===== src/rtl/pixel_aer_pkg.sv =====
// Shared types and helpers for the AER pixel row: request FSM states, refractory
// counter width and a saturating adder.
package pixel_aer_pkg;

  typedef enum logic [1:0] {
    StIdle    = 2'd0,
    StReq     = 2'd1,
    StSel     = 2'd2,
    StRelease = 2'd3
  } aer_state_e;

  localparam int unsigned REFR_W = 8;

  function automatic int unsigned sat_add(input int unsigned a, input int unsigned b,
                                          input int unsigned lim);
    longint unsigned s;
    s = longint'(a) + longint'(b);
    return (s > longint'(lim)) ? lim : 32'(s);
  endfunction

endpackage


===== src/rtl/pixel_cell_sync.sv =====
// One AER pixel: registered set/reset latch plus, with PIXEL_REFRACTORY_EN defined,
// a refractory down-counter that blocks new spikes after each clear.
module pixel_cell_sync
  import pixel_aer_pkg::*;
#(
  parameter int unsigned REFR_CYC = 4
) (
  input  logic clk,
  input  logic rst,
  input  logic spk,
  input  logic acky,
  input  logic ackx,
  output logic q,
  output logic q_next,
  output logic blocked
);

  logic clr;
  logic set;

  assign clr = acky & ackx;

`ifdef PIXEL_REFRACTORY_EN
  logic [REFR_W-1:0] refr_q;

  assign blocked = acky | q | (refr_q != '0);

  always_ff @(posedge clk) begin
    if (rst) begin
      refr_q <= '0;
    end else if (clr) begin
      refr_q <= REFR_W'(REFR_CYC);
    end else if (refr_q != '0) begin
      refr_q <= refr_q - 1'b1;
    end
  end
`else
  logic unused_refr;
  assign unused_refr = ^REFR_W'(REFR_CYC);
  assign blocked     = acky | q;
`endif

  assign set    = spk & ~blocked;
  // Set needs acky=0 and clear needs acky=1, so they never collide.
  assign q_next = clr ? 1'b0 : (q | set);

  always_ff @(posedge clk) begin
    if (rst) begin
      q <= 1'b0;
    end else begin
      q <= q_next;
    end
  end

endmodule


===== src/rtl/pixel_row_aer.sv =====
// Row of N_COLS AER pixels with row request FSM, column requests and a saturating
// dropped-spike counter. Optional refractory period via PIXEL_REFRACTORY_EN.
module pixel_row_aer
  import pixel_aer_pkg::*;
#(
  parameter int unsigned N_COLS   = 8,
  parameter int unsigned DROP_W   = 8,
  parameter int unsigned REFR_CYC = 4
) (
  input  logic              clk,
  input  logic              rst,
  input  logic [N_COLS-1:0] spk_in,
  input  logic              acky,
  input  logic [N_COLS-1:0] ackx_pulse,
  output logic              reqy,
  output logic [N_COLS-1:0] reqx,
  output logic [N_COLS-1:0] q_latch,
  output logic [DROP_W-1:0] drop_cnt
);

  localparam int unsigned DropMax = 32'((64'(1) << DROP_W) - 1);

  logic [N_COLS-1:0] q_next;
  logic [N_COLS-1:0] blocked;
  logic [N_COLS-1:0] drop_vec;
  logic              any_d;
  int unsigned       n_drop;
  aer_state_e        state_q;

  for (genvar i = 0; i < N_COLS; i++) begin : g_cell
    pixel_cell_sync #(
      .REFR_CYC(REFR_CYC)
    ) u_cell (
      .clk    (clk),
      .rst    (rst),
      .spk    (spk_in[i]),
      .acky   (acky),
      .ackx   (ackx_pulse[i]),
      .q      (q_latch[i]),
      .q_next (q_next[i]),
      .blocked(blocked[i])
    );
  end

  assign reqx     = q_latch & {N_COLS{acky}};
  assign drop_vec = spk_in & blocked;
  // Transitions look at the post-edge latch state so reqy tracks q_latch without lag.
  assign any_d    = |q_next;

  always_comb begin
    n_drop = 0;
    for (int i = 0; i < N_COLS; i++) begin
      n_drop = n_drop + {31'd0, drop_vec[i]};
    end
  end

  always_ff @(posedge clk) begin
    if (rst) begin
      drop_cnt <= '0;
    end else begin
      drop_cnt <= DROP_W'(sat_add(32'(drop_cnt), n_drop, DropMax));
    end
  end

  always_ff @(posedge clk) begin
    if (rst) begin
      state_q <= StIdle;
      reqy    <= 1'b0;
    end else begin
      unique case (state_q)
        StIdle: begin
          if (any_d && !acky) begin
            state_q <= StReq;
            reqy    <= 1'b1;
          end
        end
        StReq: begin
          if (acky) begin
            state_q <= StSel;
            reqy    <= any_d;
          end
        end
        StSel: begin
          if (!any_d) begin
            state_q <= StRelease;
            reqy    <= 1'b0;
          end else if (!acky) begin
            state_q <= StReq;
            reqy    <= 1'b1;
          end else begin
            reqy    <= 1'b1;
          end
        end
        StRelease: begin
          if (!acky) begin
            state_q <= any_d ? StReq : StIdle;
            reqy    <= any_d;
          end
        end
        default: begin
          state_q <= StIdle;
          reqy    <= 1'b0;
        end
      endcase
    end
  end

endmodule


===== config.mk =====
export PLATFORM = sky130hd
export DESIGN_NAME = pixel_row_aer
export DESIGN_NICKNAME = d
export VERILOG_FILES = /design/src/rtl/pixel_aer_pkg.sv /design/src/rtl/pixel_cell_sync.sv /design/src/rtl/pixel_row_aer.sv
export SDC_FILE = /design/constraint.sdc
export NUM_CORES = 1
export LEC_CHECK = 0
export CORE_MARGIN = 8
export CORE_UTILIZATION = 30
export DETAILED_ROUTE_END_ITERATION = 10
export SYNTH_ARGS = -nofsm -noshare
export SYNTH_HDL_FRONTEND = slang
export SYNTH_SLANG_ARGS = --single-unit

===== constraint.sdc =====
create_clock -name clk -period 6.94 [get_ports clk]
set_clock_uncertainty 0.1 [all_clocks]
set_input_delay 2.082 -clock clk [delete_from_list [all_inputs] [get_ports clk]]
set_output_delay 2.082 -clock clk [all_outputs]
set_load 0.05 [all_outputs]

==> metrics.txt, run 1 <==
# TYPE chip_impl_metric gauge
chip_impl_info{name="outcome",value="finished, final reports clean"} 1
chip_impl_metric{name="final_core_utilization",unit="%"} 41.2
chip_impl_metric{name="fillerInstances",unit=""} 409
chip_impl_info{name="synth_top_cell_by_area",value="sky130_fd_sc_hd__dfxtp_1"} 1
chip_impl_metric{name="fmax",unit="MHz"} 166
chip_impl_info{name="critPathCaptureType",value="primary output"} 1
chip_impl_metric{name="detailed_place_hpwl",unit="um"} 2560
chip_impl_metric{name="finalSetupViolations",unit=""} 0
chip_impl_metric{name="ff_latch_area",unit="um2"} 380
chip_impl_metric{name="die_height",unit="um"} 81.7
chip_impl_metric{name="gr-total-overflow",unit=""} 0
chip_impl_info{name="synthMostInstantiatedCell",value="sky130_fd_sc_hd__dfxtp_1"} 1
chip_impl_metric{name="numCtsBuffers",unit=""} 3
chip_impl_metric{name="detail_route.first_pass.iterations",unit=""} 4
chip_impl_metric{name="cp_data_required_time",unit="ns"} 4.76
chip_impl_metric{name="num_antenna_cells",unit=""} 0
chip_impl_metric{name="tns",unit="ns"} 0
chip_impl_metric{name="multiInputGateArea",unit="um2"} 797
chip_impl_metric{name="grt_max_degree",unit=""} 29
chip_impl_metric{name="cts_setup_buffers",unit=""} 0
chip_impl_metric{name="whs_path_depth",unit=""} 2
chip_impl_metric{name="cts.reportedPaths.clkPinSlew",unit="ns"} 0.08
chip_impl_metric{name="finalInstanceArea",unit="mm2"} 0.00176
chip_impl_metric{name="nets",unit=""} 207
chip_impl_info{name="grt_setup_unrepaired",value="no"} 1
chip_impl_metric{name="global_route_wire_length_before_repair",unit="um"} 5270
chip_impl_metric{name="post_cts.resized_instances",unit=""} 0
chip_impl_metric{name="placed_cells",unit=""} 224
chip_impl_metric{name="area_growth",unit="%"} 35.8
chip_impl_metric{name="htree_levels",unit=""} 1
chip_impl_metric{name="number_of_routed_nets_with_antenna_violations",unit=""} 0
chip_impl_info{name="critPathLaunchType",value="input port"} 1
chip_impl_metric{name="post_synth_instance_area",unit="mm2"} 0.00129
chip_impl_metric{name="dpl_cell_area",unit="mm2"} 0.00171
chip_impl_metric{name="netlist-cell-type-count",unit=""} 35
chip_impl_metric{name="synth_edf_count",unit=""} 0
chip_impl_info{name="min_path_type",value="flop to flop"} 1
chip_impl_metric{name="finalHoldViolations",unit=""} 0
chip_impl_metric{name="cp.arrival",unit="ns"} 3.84
chip_impl_metric{name="start_util",unit="%"} 30.3
chip_impl_metric{name="place.gp.congestion",unit=""} 0.767
chip_impl_metric{name="layoutNonFillerInstCount",unit=""} 228
chip_impl_metric{name="detail_route.wl_per_cell",unit="um"} 14.3
chip_impl_metric{name="antenna_found_initial",unit=""} 0
chip_impl_metric{name="netlist.area_leader.share",unit="%"} 29.4
chip_impl_info{name="tritoncts",value="yes"} 1
chip_impl_metric{name="routed_wl",unit="um"} 3250
chip_impl_metric{name="drive_above_1_share",unit="%"} 7.95
chip_impl_metric{name="num_vias",unit=""} 1093
chip_impl_metric{name="cts.path.max_buffers",unit=""} 2
chip_impl_metric{name="first_global_vias",unit=""} 1088
chip_impl_metric{name="synth_sequential_area_ratio",unit="%"} 29.4
chip_impl_metric{name="route.detailed.vias_per_inst",unit=""} 4.79
chip_impl_info{name="top_reg_cell_synth",value="sky130_fd_sc_hd__dfxtp_1"} 1
chip_impl_info{name="post_synth_most_frequent_cells",value="19 x sky130_fd_sc_hd__dfxtp_1, 16 x sky130_fd_sc_hd__a21oi_1, 10 x sky130_fd_sc_hd__nand2b_1"} 1
chip_impl_metric{name="timing.final.max_slew_violations",unit=""} 0
chip_impl_metric{name="synth_seq_cells",unit=""} 19
chip_impl_metric{name="layout_worst_path_cycle_share",unit="%"} 86.8
chip_impl_metric{name="row_count",unit=""} 24
chip_impl_metric{name="cts_sink_count",unit=""} 19
chip_impl_metric{name="grt_util_all_layers",unit="%"} 9.93
chip_impl_metric{name="synthesis.area_per_instance",unit="um2"} 9.18
chip_impl_metric{name="design.portCount",unit=""} 44
chip_impl_metric{name="mappedNetlistNets",unit=""} 171
chip_impl_metric{name="die_x",unit="um"} 81.7
chip_impl_metric{name="floorplan.die_area",unit="mm2"} 0.00667
chip_impl_metric{name="critical_path_peak_fanout",unit=""} 28
chip_impl_metric{name="worstMarginPinSlew",unit="ns"} 0.781
chip_impl_metric{name="hold_ws",unit="ns"} 0.389
chip_impl_metric{name="core_area",unit="mm2"} 0.00426
chip_impl_metric{name="yosys_warning_total",unit=""} 0
chip_impl_metric{name="postCtsHoldBufs",unit=""} 0
chip_impl_metric{name="final_min_period",unit="ns"} 6.02
chip_impl_metric{name="clkLatencyLatePin",unit="ns"} 0.26
chip_impl_metric{name="placement.io_buffers",unit=""} 43
chip_impl_metric{name="remaining_drc_errors",unit=""} 0
chip_impl_info{name="timing_worst_setup_path_type",value="input port to primary output"} 1
chip_impl_metric{name="timing.max_cap.violations",unit=""} 0
chip_impl_metric{name="async_reset_ff_share",unit="%"} 0
chip_impl_metric{name="reg2reg_depth",unit=""} 14
chip_impl_metric{name="worst_slew_margin_rel",unit="%"} 47.8
chip_impl_metric{name="max-vdd-ir-drop",unit="V"} 0.000119
chip_impl_metric{name="syn-instance-count",unit=""} 141
chip_impl_info{name="clock-root-buffer",value="sky130_fd_sc_hd__clkbuf_8"} 1
chip_impl_metric{name="total_leakage_power",unit="nW"} 0.685
chip_impl_metric{name="pwr_density_cell",unit="mW/mm2"} 244
chip_impl_metric{name="drt-initial-drc-count",unit=""} 51
chip_impl_info{name="synth.top_cells.by_area",value="sky130_fd_sc_hd__dfxtp_1 29%, sky130_fd_sc_hd__fa_1 7.7%, sky130_fd_sc_hd__a21oi_1 6.2%"} 1
-- per-layer routing --
| metal | share of wire, % | track usage, % |
|---|---|---|
| met1 | 44 | 12.3 |
| met2 | 46 | 16.8 |
| met3 | 9.3 | 3.39 |
| met4 | 0.40 | 1.05 |
| met5 | 0 | 0 |
-- through the flow --
step                power, mW  setup slack [ns]
floorplan               0.291              1.08
global placement        0.342             0.880
detailed placement      0.351             0.800
CTS                     0.432             0.907
global route            0.464             0.836
finish                  0.428             0.916
-- registers in the layout, indices dropped and copies added (netlist names) --
register         cells
drop_cnt             8
g_cell.u_cell.q      8
reqy                 1
state_q              2
-- cell usage in the layout, fill, tap and decap left out, types with 4 or more instances in the layout --
cell | netlist | routed
sky130_fd_sc_hd__a21oi_1 | 16 | 16
sky130_fd_sc_hd__and2_1 | 8 | 8
sky130_fd_sc_hd__clkdlybuf4s50_1 | 0 | 43
sky130_fd_sc_hd__dfxtp_1 | 19 | 19
sky130_fd_sc_hd__fa_1 | 5 | 5
sky130_fd_sc_hd__ha_1 | 6 | 6
sky130_fd_sc_hd__inv_1 | 8 | 8
sky130_fd_sc_hd__nand2b_1 | 10 | 10
sky130_fd_sc_hd__nand3_1 | 4 | 4
sky130_fd_sc_hd__nor2_1 | 5 | 5
sky130_fd_sc_hd__o21a_1 | 6 | 6
sky130_fd_sc_hd__o21ai_0 | 5 | 5
-- worst max-delay path, cell delays in order --
cell                              delay (ns)
sky130_fd_sc_hd__clkdlybuf4s50_1        0.51
sky130_fd_sc_hd__buf_4                  0.28
sky130_fd_sc_hd__and2_1                 0.16
sky130_fd_sc_hd__clkdlybuf4s50_1        0.80
-- worst paths after layout --
kind | from | end | slack (ns)
hold / removal | reqy$_SDFFE_PP0P_ | reqy$_SDFFE_PP0P_ | 0.39
setup reg to reg | g_cell[0].u_cell.q$_SDFF_PP0_ | drop_cnt[1]$_SDFF_PP0_ | 3.01
setup / recovery | acky | reqx[3] | 0.92
hold reg to reg | reqy$_SDFFE_PP0P_ | reqy$_SDFFE_PP0P_ | 0.39
-- cell type report --
type	instances	area share, %
well taps	52	3.70
clock inverters	1	0.285
multi-input cells	101	45.4
repair buffers	44	24.9
flip-flops and latches	19	21.7
inverters	8	1.71
clock buffers	3	2.35
-- power by group --
part	internal [mW]	switching, mW
combinational	0.0902	0.124
clock	0.0399	0.0401
sequential	0.123	0.0115
total	0.253	0.176
-- logic make-up after synthesis --
group	count (synthesis)	synth area share, %
adders and majority gates	11	13.5
AOI/OAI and AO/OA	41	23.0
buffers and inverters	21	8.99
and+or+nand+nor	45	22.3
DFF	19	29.4
xor gates and xnor gates	4	2.71
Power figures use the tool's default switching activity.
==> run 2: changes to the inputs <==
--- a/config.mk
+++ b/config.mk
@@ -5,9 +5,10 @@
 export SDC_FILE = /design/constraint.sdc
 export NUM_CORES = 1
 export LEC_CHECK = 0
-export CORE_MARGIN = 8
+export CORE_MARGIN = 5
 export CORE_UTILIZATION = 30
 export DETAILED_ROUTE_END_ITERATION = 10
+export PLACE_DENSITY = 0.54
 export SYNTH_ARGS = -nofsm -noshare
 export SYNTH_HDL_FRONTEND = slang
 export SYNTH_SLANG_ARGS = --single-unit
==> constraint.sdc (replaced) <==
create_clock -name clk -period 6.3 [get_ports clk]
set_clock_uncertainty 0.1 [all_clocks]
set_input_delay 1.89 -clock clk [delete_from_list [all_inputs] [get_ports clk]]
set_output_delay 1.89 -clock clk [all_outputs]
set_load 0.05 [all_outputs]
==> run 2 against run 1 <==
  * Via count increased by 1.5%
  * Sequential share of layout area about the same
  * Critical path type unchanged
  * Flip-flop and latch count unchanged
  * Non-clock buffer count unchanged
  * Highest routed layer unchanged
  * Combinational power increased by 11%
  * Sequential power increased by 11%
  * Final cell count decreased by 0.88%
  * Register-to-register slack got worse by 0.60 ns
==> metrics.txt, run 2 (same netlist as run 1, synthesis figures left out) <==
# TYPE chip_impl_metric gauge
chip_impl_info{name="outcome",value="finished, final reports clean"} 1
chip_impl_metric{name="antenna_found_initial",unit=""} 0
chip_impl_metric{name="design.portCount",unit=""} 44
chip_impl_info{name="timing_worst_setup_path_type",value="input port to primary output"} 1
chip_impl_metric{name="cp_data_required_time",unit="ns"} 4.31
chip_impl_metric{name="nets",unit=""} 207
chip_impl_metric{name="die_height",unit="um"} 75.7
chip_impl_metric{name="number_of_routed_nets_with_antenna_violations",unit=""} 0
chip_impl_info{name="rr_startpoint",value="g_cell[0].u_cell.q$_SDFF_PP0_"} 1
chip_impl_metric{name="gr-total-overflow",unit=""} 0
chip_impl_metric{name="numCtsBuffers",unit=""} 3
chip_impl_metric{name="reg2reg_depth",unit=""} 14
chip_impl_metric{name="num_vias",unit=""} 1109
chip_impl_info{name="tritoncts",value="yes"} 1
chip_impl_metric{name="pwr_density_cell",unit="mW/mm2"} 270
chip_impl_metric{name="cts_sink_count",unit=""} 19
chip_impl_metric{name="total_leakage_power",unit="nW"} 0.685
chip_impl_metric{name="worstMarginPinSlew",unit="ns"} 0.756
chip_impl_metric{name="grt_util_all_layers",unit="%"} 11.3
chip_impl_metric{name="fmax",unit="MHz"} 175
chip_impl_metric{name="global_route_wire_length_before_repair",unit="um"} 5040
chip_impl_metric{name="final_min_period",unit="ns"} 5.72
chip_impl_metric{name="critical_path_peak_fanout",unit=""} 24
chip_impl_metric{name="placed_cells",unit=""} 222
chip_impl_metric{name="die_x",unit="um"} 75.7
chip_impl_metric{name="power_consumption",unit="mW"} 0.473
chip_impl_metric{name="grt_max_degree",unit=""} 25
chip_impl_info{name="clock-root-buffer",value="sky130_fd_sc_hd__clkbuf_8"} 1
chip_impl_metric{name="route.detailed.vias_per_inst",unit=""} 4.91
chip_impl_metric{name="setup.reg_to_reg.worst_slack",unit="ns"} 2.41
chip_impl_metric{name="whs_path_depth",unit=""} 2
chip_impl_metric{name="cts.reportedPaths.clkPinSlew",unit="ns"} 0.08
chip_impl_metric{name="cts.path.max_buffers",unit=""} 2
chip_impl_metric{name="drive_above_1_share",unit="%"} 7.95
chip_impl_metric{name="cts_setup_buffers",unit=""} 0
chip_impl_metric{name="clkLatencyLatePin",unit="ns"} 0.25
chip_impl_metric{name="detail_route.wl_per_cell",unit="um"} 13.7
chip_impl_metric{name="drt-initial-drc-count",unit=""} 55
chip_impl_info{name="crit_path_cell_chain",value="clkdlybuf4s50_1 > buf_4 > and2_1 > clkdlybuf4s50_1"} 1
chip_impl_metric{name="first_global_vias",unit=""} 1097
chip_impl_metric{name="layoutNonFillerInstCount",unit=""} 226
chip_impl_info{name="min_path_type",value="flop to flop"} 1
chip_impl_metric{name="tns",unit="ns"} 0
chip_impl_metric{name="row_count",unit=""} 23
chip_impl_metric{name="htree_levels",unit=""} 1
chip_impl_metric{name="start_util",unit="%"} 31.7
chip_impl_info{name="critical-path-top-delay-family",value="buffers and inverters"} 1
chip_impl_metric{name="detail_route.first_pass.iterations",unit=""} 4
chip_impl_metric{name="timing.final.max_slew_violations",unit=""} 0
chip_impl_info{name="layout_common_cells",value="43 x sky130_fd_sc_hd__clkdlybuf4s50_1, 19 x sky130_fd_sc_hd__dfxtp_1, 16 x sky130_fd_sc_hd__a21oi_1"} 1
chip_impl_info{name="cpMaxStageDelayCell",value="sky130_fd_sc_hd__clkdlybuf4s50_1"} 1
chip_impl_metric{name="remaining_drc_errors",unit=""} 0
chip_impl_info{name="hp-start",value="reqy$_SDFFE_PP0P_"} 1
chip_impl_metric{name="area_growth",unit="%"} 35.6
chip_impl_metric{name="timing.max_cap.violations",unit=""} 0
chip_impl_metric{name="max_stage_delay",unit="ns"} 0.80
chip_impl_info{name="critical_path.most_common_cell",value="sky130_fd_sc_hd__clkdlybuf4s50_1"} 1
chip_impl_metric{name="finalSetupViolations",unit=""} 0
chip_impl_metric{name="path_buf_inv",unit=""} 3
chip_impl_metric{name="floorplan.die_area",unit="mm2"} 0.00573
chip_impl_metric{name="detailed_place_hpwl",unit="um"} 2420
chip_impl_info{name="critPathCaptureType",value="primary output"} 1
chip_impl_metric{name="cp.arrival",unit="ns"} 3.73
chip_impl_info{name="critical_path.reg2reg.endpoint",value="drop_cnt[3]$_SDFF_PP0_"} 1
chip_impl_metric{name="num_antenna_cells",unit=""} 0
chip_impl_info{name="grt_setup_unrepaired",value="no"} 1
chip_impl_metric{name="layout_worst_path_cycle_share",unit="%"} 90.8
chip_impl_metric{name="max-vdd-ir-drop",unit="V"} 0.000142
chip_impl_metric{name="post_cts.resized_instances",unit=""} 0
chip_impl_metric{name="place.gp.congestion",unit=""} 0.790
chip_impl_metric{name="finalHoldViolations",unit=""} 0
chip_impl_info{name="reg_top3",value="drop_cnt x8, g_cell.u_cell.q x8, state_q x2"} 1
chip_impl_info{name="leading_cell_type_in_the_layout_fill_and_taps_excluded",value="sky130_fd_sc_hd__clkdlybuf4s50_1"} 1
chip_impl_info{name="critPathLaunchType",value="input port"} 1
chip_impl_metric{name="postCtsHoldBufs",unit=""} 0
chip_impl_metric{name="placement.io_buffers",unit=""} 43
chip_impl_info{name="whs_endpoint",value="reqy$_SDFFE_PP0P_"} 1
chip_impl_metric{name="hold_ws",unit="ns"} 0.394
chip_impl_metric{name="worst_slew_margin_rel",unit="%"} 49.4
chip_impl_metric{name="core_area",unit="mm2"} 0.00409
chip_impl_metric{name="routed_wl",unit="um"} 3090
==> run 2: per-stage QoR <==
stage                     instance area (um2)  setup WS (ns)  util (%)
after floorplan                          1290          0.628         -
after global placement                   1710          0.395      41.8
after detailed placement                 1710          0.315      41.8
after CTS                                1750          0.568      42.9
after global routing                     1750          0.339      42.9
final                                    1750          0.579      42.9
==> run 2: routing by layer <==
| layer | global-route usage (%) | wire length (um) | vias to the layer above |
|---|---|---|---|
| li1 | - | - | 555 |
| met1 | 14.8 | 1340 | 516 |
| met2 | 18.4 | 1500 | 34 |
| met3 | 3.03 | 219 | 4 |
| met4 | 3.30 | 29 | 0 |
| met5 | 0 | 0 | - |
==> run 2: where the power goes <==
part           switching [mW]  internal, mW  total (mW)  leakage, nW
combinational           0.138        0.0993       0.237        0.503
clock                  0.0429        0.0440      0.0868       0.0255
sequential             0.0137         0.135       0.149        0.156
total                   0.195         0.278       0.473        0.685
==> run 2: how the worst max path moves through the flow <==
stage / slack (ns) / startpoint / end / cells after the start
floorplan: 0.63 / acky / drop_cnt[6]$_SDFF_PP0_ / 17
global placement: 0.39 / acky / drop_cnt[6]$_SDFF_PP0_ / 15
detailed placement: 0.32 / acky / drop_cnt[3]$_SDFF_PP0_ / 15
CTS: 0.57 / acky / reqx[0] / 4
global route: 0.34 / acky / drop_cnt[6]$_SDFF_PP0_ / 15
finish: 0.58 / acky / reqx[0] / 4
==> run 2: worst min-delay path, cell delays in order (launching register included) <==
cell,delay (ns)
sky130_fd_sc_hd__dfxtp_1,0.32
sky130_fd_sc_hd__nand3b_1,0.07
sky130_fd_sc_hd__a21oi_1,0.06
==> run 2: area by class of cell <==
| type | count | area [um2] |
|---|---|---|
| Fill cell | 422 | 2330 |
| Multi-Input combinational cell | 101 | 797 |
| Timing Repair Buffer | 44 | 438 |
| Sequential cell | 19 | 380 |
| Tap cell | 50 | 62.6 |
| Clock buffer | 3 | 41.3 |
| Inverter | 8 | 30.0 |
| Clock inverter | 1 | 5.00 |
==> run 3: changes to the inputs <==
--- a/config.mk
+++ b/config.mk
@@ -5,6 +5,7 @@
 export SDC_FILE = /design/constraint.sdc
 export NUM_CORES = 1
 export LEC_CHECK = 0
+export CAP_MARGIN = 5
 export CORE_MARGIN = 5
 export CORE_UTILIZATION = 30
 export DETAILED_ROUTE_END_ITERATION = 10
==> results of run 3 <==
No change in the layout: final DEF, timing and power equal those of run 2.
==> variant 1 (config.mk and constraints of run 2) <==
`N_COLS`: 8 -> 9.
--- a/src/rtl/pixel_row_aer.sv
+++ b/src/rtl/pixel_row_aer.sv
@@ -3,7 +3,7 @@
 module pixel_row_aer
   import pixel_aer_pkg::*;
 #(
-  parameter int unsigned N_COLS   = 8,
+  parameter int unsigned N_COLS   = 9,
   parameter int unsigned DROP_W   = 8,
   parameter int unsigned REFR_CYC = 4
 ) (
Ports: changed (resized ackx_pulse, q_latch, reqx and spk_in); port bits go from 44 to 48. No check against the original RTL was run, so the function may have changed too.
==> variant 1 against run 2 <==
Design area rose by 3.5%. Power rose by 9.8%. Critical endpoint is now drop_cnt[5]. Area after synthesis rose by 2.6%. Clock power rose by 15%. Largest power group unchanged. Wire length rose by 4.8%. Sequential cell count rose by 1. Maximum frequency fell by 2.2%. Highest routed layer unchanged. Worst setup slack got worse by 0.13 ns.
==> variant 1: results (changes against run 2) <==
* First DRT Iteration DRCs at 53 (-3.6%)
* GPL Wtd Cong at 0.776 (-1.8%)
* Worst vdd ir at 0.196 mV (+39%)
* Via Count at 1157 (+4.3%)
* Layout cells sized above 1 at 9.33% (+1.4 points)
* Setup TNS Final at 0 ns (unchanged)
* Worst min-delay path category: reg -> reg
* Hold Crit Start: reqy
* Slew @ Worst Pin at 0.818 ns (+0.0614 ns)
* Status: finished clean
* Inserted Clock Buffers at 3 (unchanged)
* Resize count post-CTS at 0 (unchanged)
* Routed Antenna Nets at 0 (unchanged)
* Pre-CTS setup slack at 0.161 ns (-0.154 ns)
* Synth unique cells at 36 (+2.9%)
* Post-DP Area at 0.00176 sq mm (+3.1%)
* Reg2reg path depth at 13 (-1)
* FF-to-FF Start: g_cell[0].u_cell.q
* Hold WS at 0.386 ns (-0.00721 ns)
* Primary FF master, synth: dfxtp_1
* Yosys warning count at 0 (unchanged)
* Reg2Reg Setup Slack at 2.39 ns (-0.02 ns)
* Largest net degree at the start of global routing at 22 (-12%)
* Nets at 227 (+9.7%)
* HPWL Detailed at 2610 um (+7.6%)
* Worst-skew pair later-pin latency at around 0.26 ns
* Top post-synthesis cells by count: dfxtp_1 (20), a21oi_1 (15), inv_1 (13)
* CTS max path bufs at 2 (unchanged)
* Biggest regs: g_cell.u_cell.q x9, drop_cnt x8, state_q x2
* Drt wl/cell at 13.2 um (-3.4%)
* IO Port Bufs at 47 (+9.3%)
* Final worst-path cycle share at 92.9% (+2.1 points)
* Slowest stage delay, CP at 0.58 ns (-0.22 ns)
* Top cells by area, synth: dfxtp_1 (30%), fa_1 (9.0%), a21oi_1 (5.7%)
* Hold depth at 2 (unchanged)
* Hold_buf cts at 0 (unchanged)
* Fraction of registers with async set/reset at 0% (unchanged)
* Total Routing Usage GR at 10.9% (-0.41 points)
* Vias in the first global route at 1149 (+4.7%)
* DRT Pass-1 Iters at 4 (unchanged)
* Worst path top cell family by delay: adder cells
* Critical Path Start: acky
* Final Hold Fails at 0 (unchanged)
* Seq/Total Area, Yosys at 30.2% (+0.76 points)
* Initial antenna violation count at 0 (unchanged)
* Leak at 0.772 nW (+13%)
* Mapped Nets at 187 (+9.4%)
* Worst-path maximum fanout at 10 (-58%)
* CTS clk-pin slew, worst paths at 0.08 ns (about the same)
* Post-CTS setup buffers at 0 (unchanged)
* First-pass GRT wire length at 5380 um (+6.6%)
[variant 1: area by class of cell]
cell class                      instances  area [sq um]
Fill cell                             445          2510
Multi-Input combinational cell        106           777
Timing Repair Buffer                   49           463
Sequential cell                        20           400
Tap cell                               52          65.1
Clock buffer                            4          55.1
Inverter                               14          55.1
[variant 1: metrics by stage]
stage               cells  total power [mW]
floorplan             154             0.351
global route          245             0.560
detailed placement    241             0.424
CTS                   245             0.527
finish                245             0.519
global placement      241             0.423
[variant 1: metal layers]
layer	global-route usage, %	share of wire, %	vias to the layer above
met4	1.05	0.12	0
met1	13.4	45	531
li1	-	-	599
met3	4.02	6.0	2
met2	18.8	49	25
met5	0	0	-
[variant 1: worst paths after layout]
| check | endpoint |
|---|---|
| setup / recovery | drop_cnt[5] |
| hold / removal | reqy |
| setup reg to reg | drop_cnt[5] |
| hold reg to reg | reqy |
[variant 1: logic make-up (layout without fill, tap and decap cells)]
family	Yosys count	count (layout)	synth area share (%)
flip-flops	20	20	30.2
AND/OR/NAND/NOR	48	48	20.9
XOR/XNOR	3	3	1.98
AO/OA/AOI/OAI	42	42	20.1
multiplexers	1	1	0.848
adder cells (fa/ha/maj)	12	12	14.7
buffers and inverters	28	67	11.3
[variant 1: worst register-to-register path, delay by kind of cell (launching register included)]
family / cells / cell delay (ns)
AO/OA/AOI/OAI: 3 / 0.60
adder cells (fa/ha/maj): 5 / 2.16
buffers and inverters: 2 / 0.12
flip-flops: 1 / 0.35
AND/OR/NAND/NOR: 3 / 0.45
[variant 1: report_power, final]
part	switching, mW	internal (mW)	total [mW]
sequential	0.0132	0.142	0.155
clock	0.0440	0.0556	0.0996
combinational	0.154	0.110	0.264
==> variant 2 (config.mk and constraints of run 2) <==
Without the edit above. Encoding of `aer_state_e`: now one-hot (4 bits for 4 states).
--- a/src/rtl/pixel_aer_pkg.sv
+++ b/src/rtl/pixel_aer_pkg.sv
@@ -2,11 +2,11 @@
 // counter width and a saturating adder.
 package pixel_aer_pkg;
 
-  typedef enum logic [1:0] {
-    StIdle    = 2'd0,
-    StReq     = 2'd1,
-    StSel     = 2'd2,
-    StRelease = 2'd3
+  typedef enum logic [3:0] {
+    StIdle    = 4'b0001,
+    StReq     = 4'b0010,
+    StSel     = 4'b0100,
+    StRelease = 4'b1000
   } aer_state_e;
 
   localparam int unsigned REFR_W = 8;
Formal check against the unedited RTL: same outputs for any inputs over 10 cycles, from zero or initial values and one cycle with rst high; not proved beyond that.
==> variant 2 against run 2 <==
Wire length up 17%. Sequential cell count increased by 2. Register-to-register slack lost 0.06 ns. Design area is 14% higher. Power increased by 5.7%. Area after synthesis rose by 18%. Non-clock buffer count rose by 1. Worst setup slack improved by 0.0016 ns.
==> variant 2: results (changes against run 2) <==
* Status: finished clean
* Hold Crit Start: drop_cnt[6]
* Pwr Density at 251 mW/mm^2 (-7.0%)
* Placed cell count at 267 (+20%)
* Switching part of the total power at 40.6% (-0.51 points)
* HPWL Detailed at 2710 um (+12%)
* Worst hold path endpoint: drop_cnt[6]
* GPL Wtd Cong at 0.755 (-4.5%)
* Top post-synthesis cells by count: dfxtp_1 (21), a21oi_1 (17), nand2b_1 (11)
* Post-DP Area at 0.00195 sq mm (+14%)
* IO Port Bufs at 43 (unchanged)
* Pre-CTS setup slack at 0.268 ns (-0.0477 ns)
* Worst-path maximum fanout at 6 (-75%)
* Slowest stage delay, CP at 0.52 ns (-0.28 ns)
* Top cells by area, synth: dfxtp_1 (28%), fa_1 (6.6%), a21oi_1 (5.6%)
* Cells after Synth at 170 (+21%)
* Reg2Reg Setup Slack at 2.35 ns (-0.06 ns)
* Seq/Total Area, Yosys at 27.6% (-1.8 points)
* Hold WS at 0.429 ns (+0.0357 ns)
* Critical Path Sink: drop_cnt[0]
* Fraction of registers with async set/reset at 0% (unchanged)
* Flop+latch power at 0.162 mW (+9%)
* Total Routing Usage GR at 11.4% (+0.085 points)
* CTS max path bufs at 2 (unchanged)
* CP max-delay cell: fa_1
* Largest net degree at the start of global routing at 32 (+28%)
* First-pass GRT wire length at 5900 um (+17%)
* Worst vdd ir at 0.248 mV (+75%)
* Nets at 232 (+12%)
* Comb group at 0.247 mW (+4%)
* Via Count at 1297 (+17%)
* R2R Path End: drop_cnt[0]
* Synth unique cells at 49 (+40%)
* Worst EP arrival at 5.73 ns (+2.00 ns)
* Layout cells sized above 1 at 8.46% (+0.50 points)
* Hold depth at 2 (unchanged)
* Leak at 0.767 nW (+12%)
* Mapped Nets at 200 (+17%)
* Biggest regs: drop_cnt x8, g_cell.u_cell.q x8, state_q x4
* Htree depth at 1 (unchanged)
* Routed WL at 3600 um (+17%)
* Worst path top cell family by delay: adder cells
* Slew @ Worst Pin at 0.915 ns (+0.159 ns)
* Number of vias per cell at 4.79 (-2.5%)
* Period minus WS final at 5.72 ns (-0.00157 ns)
* WS Path Type: in -> reg
* First DRT Iteration DRCs at 45 (-18%)
==> variant 2: layout make-up <==
type / count / area [sq um]
Fill cell: 535 / 3020
Multi-Input combinational cell: 122 / 963
Sequential cell: 21 / 420
Tap cell: 70 / 87.6
Clock buffer: 4 / 45.0
Timing Repair Buffer: 45 / 443
Inverter: 9 / 33.8
==> variant 2: cell families (layout without fill, tap and decap cells) <==
family / after synthesis / in the layout / synth area share, %
buffers and inverters: 27 / 58 / 9.12
XOR/XNOR: 3 / 3 / 1.73
flip-flops: 21 / 21 / 27.6
AO/OA/AOI/OAI: 54 / 54 / 26.5
multiplexers: 2 / 2 / 1.31
adder cells (fa/ha/maj): 11 / 11 / 11.5
AND/OR/NAND/NOR: 52 / 52 / 22.2
==> variant 2: per-layer routing <==
layer,vias up,track usage [%],routed length [um]
met5,-,0,0
met4,0,2.03,32
met3,2,2.55,115
met2,20,18.4,1670
met1,602,15.8,1790
li1,673,-,-
